--- src/rtl/qpsk_diff_mapper_tx.sv ---
// QPSK transmit mapper: bytes -> dibits -> Gray decode -> (differential) phase -> I/Q held SPS samples.
// Latency: first sample valid one cycle after an input byte is accepted; bytes reload gaplessly.
// Backpressure: output stall (either I or Q not ready) freezes all state; input ready only on the last sample.
module qpsk_diff_mapper_tx #(
  parameter int                 SPS     = 4,
  parameter logic signed [15:0] AMP     = 16'sd11585,
  parameter bit                 DIFF_EN = 1'b1
) (
  input  logic        aclk,
  input  logic        aresetn,
  input  logic [7:0]  s_axis_data_tdata,
  input  logic        s_axis_data_tvalid,
  output logic        s_axis_data_tready,
  input  logic        s_axis_data_tlast,
  output logic [15:0] m_axis_i_tdata,
  output logic        m_axis_i_tvalid,
  input  logic        m_axis_i_tready,
  output logic [15:0] m_axis_q_tdata,
  output logic        m_axis_q_tvalid,
  input  logic        m_axis_q_tready,
  output logic        m_axis_tlast,
  output logic        busy
);

  typedef enum logic {IDLE, RUN} state_t;

  localparam logic [7:0] CNT_LAST = 8'(SPS - 1);

  state_t             state, state_nxt;
  logic [7:0]         byte_r;
  logic               last_r;
  logic [1:0]         dib_idx;
  logic [7:0]         cnt;
  logic [1:0]         p;
  logic signed [15:0] i_r, q_r;

  logic               out_fire, in_fire, final_smp;
  logic [1:0]         p_ref, p_byte, p_dib;

  // Dibit selection, MSB pair first.
  function automatic logic [1:0] dibit_of(input logic [7:0] b, input logic [1:0] idx);
    case (idx)
      2'd0:    return b[7:6];
      2'd1:    return b[5:4];
      2'd2:    return b[3:2];
      default: return b[1:0];
    endcase
  endfunction

  // Gray decode to quadrant index, then accumulate (differential) or replace (absolute).
  function automatic logic [1:0] next_p(input logic [1:0] base, input logic [1:0] d);
    logic [1:0] k;
    k = {d[1], d[1] ^ d[0]};
    return DIFF_EN ? (base + k) : k;
  endfunction

  // Quadrants 1 and 2 sit left of the Q axis.
  function automatic logic signed [15:0] map_i(input logic [1:0] ph);
    return (ph[1] ^ ph[0]) ? -AMP : AMP;
  endfunction

  // Quadrants 2 and 3 sit below the I axis.
  function automatic logic signed [15:0] map_q(input logic [1:0] ph);
    return ph[1] ? -AMP : AMP;
  endfunction

  assign final_smp = (dib_idx == 2'd3) && (cnt == CNT_LAST);

  // A byte loading right after a tlast byte restarts its differential reference from zero.
  assign p_ref  = (state == RUN && last_r) ? 2'd0 : p;
  assign p_byte = next_p(p_ref, s_axis_data_tdata[7:6]);
  assign p_dib  = next_p(p, dibit_of(byte_r, dib_idx + 2'd1));

  assign m_axis_i_tvalid = (state == RUN);
  assign m_axis_q_tvalid = (state == RUN);
  assign busy            = (state == RUN);
  assign m_axis_i_tdata  = i_r;
  assign m_axis_q_tdata  = q_r;
  assign m_axis_tlast    = (state == RUN) && last_r && final_smp;

  // State register.
  always_ff @(posedge aclk or negedge aresetn) begin
    if (!aresetn) state <= IDLE;
    else          state <= state_nxt;
  end

  // Next state, handshakes; input ready in RUN only as the last sample of the byte leaves.
  always_comb begin
    state_nxt          = state;
    s_axis_data_tready = 1'b0;
    out_fire           = (state == RUN) && m_axis_i_tready && m_axis_q_tready;
    case (state)
      IDLE: begin
        s_axis_data_tready = aresetn;
      end
      RUN: begin
        s_axis_data_tready = final_smp && out_fire;
      end
      default: state_nxt = IDLE;
    endcase
    in_fire = s_axis_data_tvalid && s_axis_data_tready;
    if (state == IDLE && in_fire)
      state_nxt = RUN;
    else if (state == RUN && out_fire && final_smp && !in_fire)
      state_nxt = IDLE;
  end

  // Symbol datapath: byte load, per-sample counting, per-symbol phase update.
  always_ff @(posedge aclk or negedge aresetn) begin
    if (!aresetn) begin
      byte_r  <= 8'd0;
      last_r  <= 1'b0;
      dib_idx <= 2'd0;
      cnt     <= 8'd0;
      p       <= 2'd0;
      i_r     <= 16'sd0;
      q_r     <= 16'sd0;
    end else if (in_fire) begin
      byte_r  <= s_axis_data_tdata;
      last_r  <= s_axis_data_tlast;
      dib_idx <= 2'd0;
      cnt     <= 8'd0;
      p       <= p_byte;
      i_r     <= map_i(p_byte);
      q_r     <= map_q(p_byte);
    end else if (out_fire) begin
      if (final_smp) begin
        p <= p_ref;
      end else if (cnt == CNT_LAST) begin
        cnt     <= 8'd0;
        dib_idx <= dib_idx + 2'd1;
        p       <= p_dib;
        i_r     <= map_i(p_dib);
        q_r     <= map_q(p_dib);
      end else begin
        cnt <= cnt + 8'd1;
      end
    end
  end

endmodule

--- config.mk ---
export PLATFORM = sky130hd
export DESIGN_NAME = qpsk_diff_mapper_tx
export DESIGN_NICKNAME = d
export VERILOG_FILES = /design/src/rtl/qpsk_diff_mapper_tx.sv
export SDC_FILE = /design/constraint.sdc
export NUM_CORES = 1
export LEC_CHECK = 0
export ABC_AREA = 1
export BUFFER_PORTS_ARGS = -buffer_cell sky130_fd_sc_hd__buf_2
export CAP_MARGIN = 20
export CORE_ASPECT_RATIO = 0.8
export CORE_MARGIN = 4
export CORE_UTILIZATION = 40
export CTS_BUF_LIST = sky130_fd_sc_hd__clkbuf_4 sky130_fd_sc_hd__clkbuf_8
export CTS_CLUSTER_DIAMETER = 100
export CTS_CLUSTER_SIZE = 10
export DETAILED_ROUTE_END_ITERATION = 8
export GPL_ROUTABILITY_DRIVEN = 0
export SYNTH_ARGS = -nofsm -noshare
export SYNTH_HDL_FRONTEND = slang
export SYNTH_SLANG_ARGS = --single-unit
--- constraint.sdc ---
create_clock -name aclk -period 3.7 [get_ports aclk]
set_input_delay 0.74 -clock aclk [delete_from_list [all_inputs] [get_ports aclk]]
set_output_delay 0.74 -clock aclk [all_outputs]
set_load 0.1 [all_outputs]
==> results of run 1 <==
-- flip-flops by register name, indices dropped and copies added, names as in the netlist --
signal and cells:
byte_r 8, cnt 8, m_axis_i_tdata 3, dib_idx 2, m_axis_q_tdata 2, p 2
busy 1, last_r 1
-- cell usage after synthesis --
| master | instances |
|---|---|
| a21boi_2 | 1 |
| a21oi_1 | 1 |
| a22o_1 | 1 |
| a31o_2 | 1 |
| buf_2 | 1 |
| buf_4 | 29 |
| buf_6 | 2 |
| dfrtp_1 | 27 |
| ha_1 | 7 |
| inv_1 | 15 |
| inv_2 | 2 |
| nand2_1 | 97 |
| nand2_2 | 3 |
| nand2_4 | 2 |
| nand3_1 | 21 |
| nand3_2 | 1 |
| nand3_4 | 1 |
| nand4_1 | 1 |
| nor2_1 | 7 |
| nor2_2 | 2 |
| nor2_4 | 1 |
| nor3_1 | 2 |
| nor3b_1 | 1 |
| o2111ai_1 | 1 |
| o21ai_0 | 5 |
| o21ai_4 | 1 |
| o22ai_1 | 1 |
| or2_1 | 1 |
| or2_2 | 1 |
| xnor2_1 | 2 |
| xor2_1 | 5 |
-- worst paths after layout --
check                                           to
worst max-delay path                  m_axis_tlast
worst min-delay path                        last_r
worst max register to register  m_axis_i_tdata[14]
worst min register to register           byte_r[3]
max in group asynchronous                byte_r[3]
min in group aclk                        byte_r[3]
-- stage by stage --
step | hold slack (ns) | area, um2 | utilization
final | 0.472 | 1980 | 0.460
after global routing | 0.494 | 1980 | 0.460
after CTS | 0.493 | 1980 | 0.460
after detailed placement | 0.470 | 1930 | 0.448
after global placement | 0.469 | 1930 | 0.448
after floorplan | 0.441 | 1850 | -
-- worst register-to-register path, cell delays in order (launching register included) --
cell	delay, ns
dfrtp_1	0.43
inv_1	0.11
ha_1	0.18
inv_1	0.06
or2_2	0.29
nand2_1	0.10
xor2_1	0.15
ha_1	0.17
xnor2_1	0.13
inv_1	0.05
nand2_1	0.10
nand2_1	0.12
nand2_1	0.09
nand3_1	0.06
nand3_1	0.09
nand2_1	0.05
-- final cells by class --
type,instances,area (um2)
clock buffers,4,48.8
fillers,458,2330
inverters,17,63.8
multi-input cells,167,863
flip-flops and latches,27,676
well taps,57,71.3
repair buffers,51,258
-- per-layer routing --
metal  track usage  vias up  part of all wire
met5             0        -                 0
met4        0.0402        0             0.011
met3        0.0190        4             0.075
met2         0.197       51              0.40
met1         0.189      646              0.51
li1              -      781                 -
-- cells by family after synthesis --
| kind of cell | after synthesis | share of synthesized area |
|---|---|---|
| adder cells (fa/ha/maj) | 7 | 0.0474 |
| AO/OA/AOI/OAI | 12 | 0.0487 |
| XOR/XNOR | 7 | 0.0332 |
| AND/OR/NAND/NOR | 141 | 0.338 |
| flip-flops | 27 | 0.366 |
| buffers and inverters | 49 | 0.167 |
==> flow_metrics.py, run 1 <==
metrics = {
    "run_status": {
        "status": "completed",
    },
    "logic_synthesis": {
        "synthTopCellsByArea": "dfrtp_1 37%, nand2_1 20%, buf_4 12%",
        "yosysSeqAreaShare": 0.366,
        "syn_inst": 243,
        "syn_area_um2": 1850,
        "synthDistinctLibCells": 31,
        "yosysTopAreaCell": "dfrtp_1",
        "syn_nets": 264,
        "avgSynthCellArea_um2": 7.61,
        "ys_seq_elements": 27,
        "yosysWarnings": 0,
        "yosys.area.top_type_share": 0.366,
    },
    "floorplanning": {
        "die_h_um": 68.8,
        "ios": 51,
        "core.rowCount": 21,
        "initial_core_util": 0.429,
        "dieArea_um2": 5780,
        "core_um2": 4310,
        "die_w_um": 84.0,
    },
    "clock_tree": {
        "cts_hold_buf": 0,
        "clock_latency_ns": 0.27,
        "cts_tree": "yes",
        "postCtsSetupBuffers": 0,
        "root_buffer": "clkbuf_8",
        "clkTransAtPathRegs_ns": 0.09,
        "h-tree-depth": 1,
        "cts_resized": 0,
        "cts_sinks": 27,
        "clockBufferDepth": 2,
        "cts_made_buffers": 3,
    },
    "worst_setup_path": {
        "crit_required_ns": 2.96,
        "reg2regPathDepth": 15,
        "cpLargestDelayFamily": "simple AND/OR/NAND/NOR gates",
        "crit_start": "cnt[0]",
        "critPathArrivalTime_ns": 1.92,
        "cp-end-kind": "output port",
        "max_stage_delay_ns": 0.43,
        "rrSetupSlack_ns": 1.41,
        "worst-path-max-fanout": 6,
        "startpoint_type": "register",
        "path_cells": "ha_1, nand2_2, nor2_4, nand2_1, nor2_1, buf_2",
        "path_depth": 6,
        "cp_slowest_cell": "buf_2",
        "crit_type": "register to output port",
        "crit_buf_inv": 1,
        "r2r_start": "dib_idx[0]",
    },
    "run": {
        "drv_cap": 0,
    },
    "place": {
        "port_buffers": 50,
        "dp.cells": 319,
        "place_ws_ns": 1.23,
        "hpwl_um": 2700,
    },
    "finish": {
        "drive_gt1_frac": 0.267,
        "mostFrequentLayoutCell": "nand2_1",
        "stdcell_count": 323,
        "final_cell_mix": "97 x nand2_1, 50 x buf_2, 27 x dfrtp_1",
        "nets": 288,
        "area.growth.synth_to_final_pct": 7.18,
        "n_antenna_cell": 0,
    },
    "timing": {
        "drv_slew": 0,
        "finalCritPeriodShare": 0.719,
        "finalSetupTns_ns": 0,
        "worst_slack_ns": 1.04,
        "slew_headroom": 0.541,
        "fin_crit_ns": 2.66,
        "finalHoldViolCount": 0,
        "tightestPinTransition_ns": 0.684,
        "clock_skew_ns": 0.00329,
        "max_freq_mhz": 376,
        "grt_setup_unrepaired": "false",
        "setup_viol": 0,
    },
    "hold_path": {
        "holdCritPathClass": "primary input to async pin",
    },
    "grt": {
        "grt_pass1_wl_um": 6030,
        "grt_max_degree": 28,
        "gr-total-overflow": 0,
        "antenna_found_initial": 0,
        "grt_pass1_vias": 1283,
        "grt_usage": 0.129,
    },
    "route": {
        "drc": 0,
        "vias": 1482,
        "drt_wl_total_um": 3590,
        "drt-vias-per-instance": 4.59,
        "firstDrtPassIters": 4,
        "drt_iter0_markers": 50,
        "drt-wirelength-per-cell_um": 11.1,
        "drtAntennaViolNets": 0,
    },
}
Power of run 1 is left out: the tool's default activity adds up to more than one toggle a clock period on the data nets, which glitch-free logic cannot reach.
==> run 2, diff against run 1 <==
--- a/config.mk
+++ b/config.mk
@@ -16,6 +16,7 @@
 export CTS_CLUSTER_SIZE = 10
 export DETAILED_ROUTE_END_ITERATION = 8
 export GPL_ROUTABILITY_DRIVEN = 0
+export PLACE_DENSITY = 0.66
 export SYNTH_ARGS = -nofsm -noshare
 export SYNTH_HDL_FRONTEND = slang
 export SYNTH_SLANG_ARGS = --single-unit
==> constraint.sdc (replaced) <==
create_clock -name aclk -period 2.2 [get_ports aclk]
set_input_delay 0.44 -clock aclk [delete_from_list [all_inputs] [get_ports aclk]]
set_output_delay 0.44 -clock aclk [all_outputs]
set_load 0.1 [all_outputs]
==> flow_metrics.py, run 2 (synthesis gave the netlist of run 1 again) <==
metrics = {
    "grt": {
        "grt_pass1_vias": 1337,
        "antenna_found_initial": 0,
        "grt_max_degree": 28,
        "grt_pass1_wl_um": 6290,
        "grt_usage": 0.134,
        "gr-total-overflow": 0,
    },
    "timing": {
        "setup_viol": 0,
        "drv_slew": 0,
        "grt_setup_unrepaired": "true",
        "tightestPinTransition_ns": 0.487,
        "finalSetupTns_ns": 0,
        "fin_crit_ns": 2.16,
        "clock_skew_ns": 0.00210,
        "slew_headroom": 0.677,
        "finalHoldViolCount": 0,
        "max_freq_mhz": 463,
        "finalCritPeriodShare": 0.983,
        "worst_slack_ns": 0.0381,
    },
    "hold_path": {
        "holdCritPathClass": "primary input to async pin",
    },
    "worst_setup_path": {
        "crit_required_ns": 2.36,
        "startpoint_type": "register",
        "cp-end-kind": "register",
        "critPathArrivalTime_ns": 2.33,
        "cp_slowest_cell": "dfrtp_2",
        "reg2regPathDepth": 15,
        "max_stage_delay_ns": 0.48,
        "r2r-end": "p[1]",
        "crit_buf_inv": 3,
        "worst-path-max-fanout": 4,
        "crit_path_frequent_cell": "nand2_2",
        "r2r_start": "dib_idx[1]",
        "cpLargestDelayFamily": "simple AND/OR/NAND/NOR gates",
        "path_cells": "buf_6, ha_4, inv_2, or2_4, nand2_2, xor2_1, ha_2, xnor2_2, inv_1, nand2_2, nand2_4, nand2_2, o21ai_1, nand2_1, nand3_1",
        "crit_type": "register to register",
        "rrSetupSlack_ns": 0.04,
    },
    "route": {
        "drt-vias-per-instance": 4.82,
        "vias": 1590,
        "firstDrtPassIters": 4,
        "drt_iter0_markers": 70,
        "drt_wl_total_um": 3960,
        "drc": 0,
        "drtAntennaViolNets": 0,
        "drt-wirelength-per-cell_um": 12.0,
    },
    "floorplanning": {
        "die_h_um": 68.8,
        "core_um2": 4310,
        "die_w_um": 84.0,
        "dieArea_um2": 5780,
        "ios": 51,
        "initial_core_util": 0.429,
        "core.rowCount": 21,
    },
    "finish": {
        "final_cell_mix": "86 x nand2_1, 48 x buf_2, 25 x dfrtp_1",
        "nets": 295,
        "stdcell_count": 330,
        "regArea_um2": 678,
        "final_core_util": 0.513,
        "mostFrequentLayoutCell": "nand2_1",
        "area.growth.synth_to_final_pct": 19.7,
        "drive_gt1_frac": 0.399,
        "n_antenna_cell": 0,
        "multi_input_area_um2": 1000,
        "fillers": 406,
    },
    "run_status": {
        "status": "completed",
    },
    "clock_tree": {
        "clkTransAtPathRegs_ns": 0.09,
        "cts_made_buffers": 3,
        "root_buffer": "clkbuf_8",
        "clockBufferDepth": 2,
        "cts_hold_buf": 0,
        "cts_tree": "yes",
        "cts_sinks": 27,
        "clock_latency_ns": 0.27,
        "h-tree-depth": 1,
    },
    "run": {
        "drv_cap": 0,
    },
    "place": {
        "hpwl_um": 2850,
        "dp.cells": 322,
        "port_buffers": 50,
        "place_ws_ns": -0.0626,
    },
}
==> run 2: cell types whose count changed in the layout (fill, tap and decap cells not counted), sizes merged <==
cell | previous run | this run
buf | 51 | 58
==> run 2: layer usage <==
metal,GRT usage,vias to the layer above,part of all wire
met2,0.203,71,0.39
li1,-,798,-
met4,0.0261,0,0.010
met3,0.0344,8,0.097
met5,0,-,0
met1,0.193,713,0.50
==> run 2: repair_timing <==
item / 4_1_cts / 5_1_grt
setup endpoints to repair: 6 / 6
pin swaps: 0 / 14
setup buffers: 1 / 3
gates resized for setup: 3 / 36
==> run 2: through the flow <==
stage / hold WS, ns / area, um2
5_1_grt: 0.207 / 2210
4_1_cts: 0.190 / 2050
3_3_place_gp: 0.467 / 1990
6_report: 0.173 / 2210
2_1_floorplan: 0.144 / 1860
3_5_place_dp: 0.468 / 1990
==> run 2: how the worst max path moves through the flow <==
stage	slack (ns)	start	endpoint	cells after the start
6_report	0.04	dib_idx[1]	p[1]	15
5_1_grt	-0.09	dib_idx[1]	p[1]	17
2_1_floorplan	0.13	dib_idx[0]	p[1]	15
4_1_cts	0.02	dib_idx[0]	p[1]	15
3_5_place_dp	-0.06	dib_idx[0]	p[1]	15
3_3_place_gp	0.04	dib_idx[0]	m_axis_i_tdata[13]	15
==> run 2: area by class of cell <==
| cell class | instances | share of cell area |
|---|---|---|
| Inverter | 17 | 0.0300 |
| Clock buffer | 4 | 0.0221 |
| Sequential cell | 27 | 0.307 |
| Tap cell | 57 | 0.0322 |
| Timing Repair Buffer | 58 | 0.156 |
| Multi-Input combinational cell | 167 | 0.454 |
Power of run 2 is left out for the same reason.
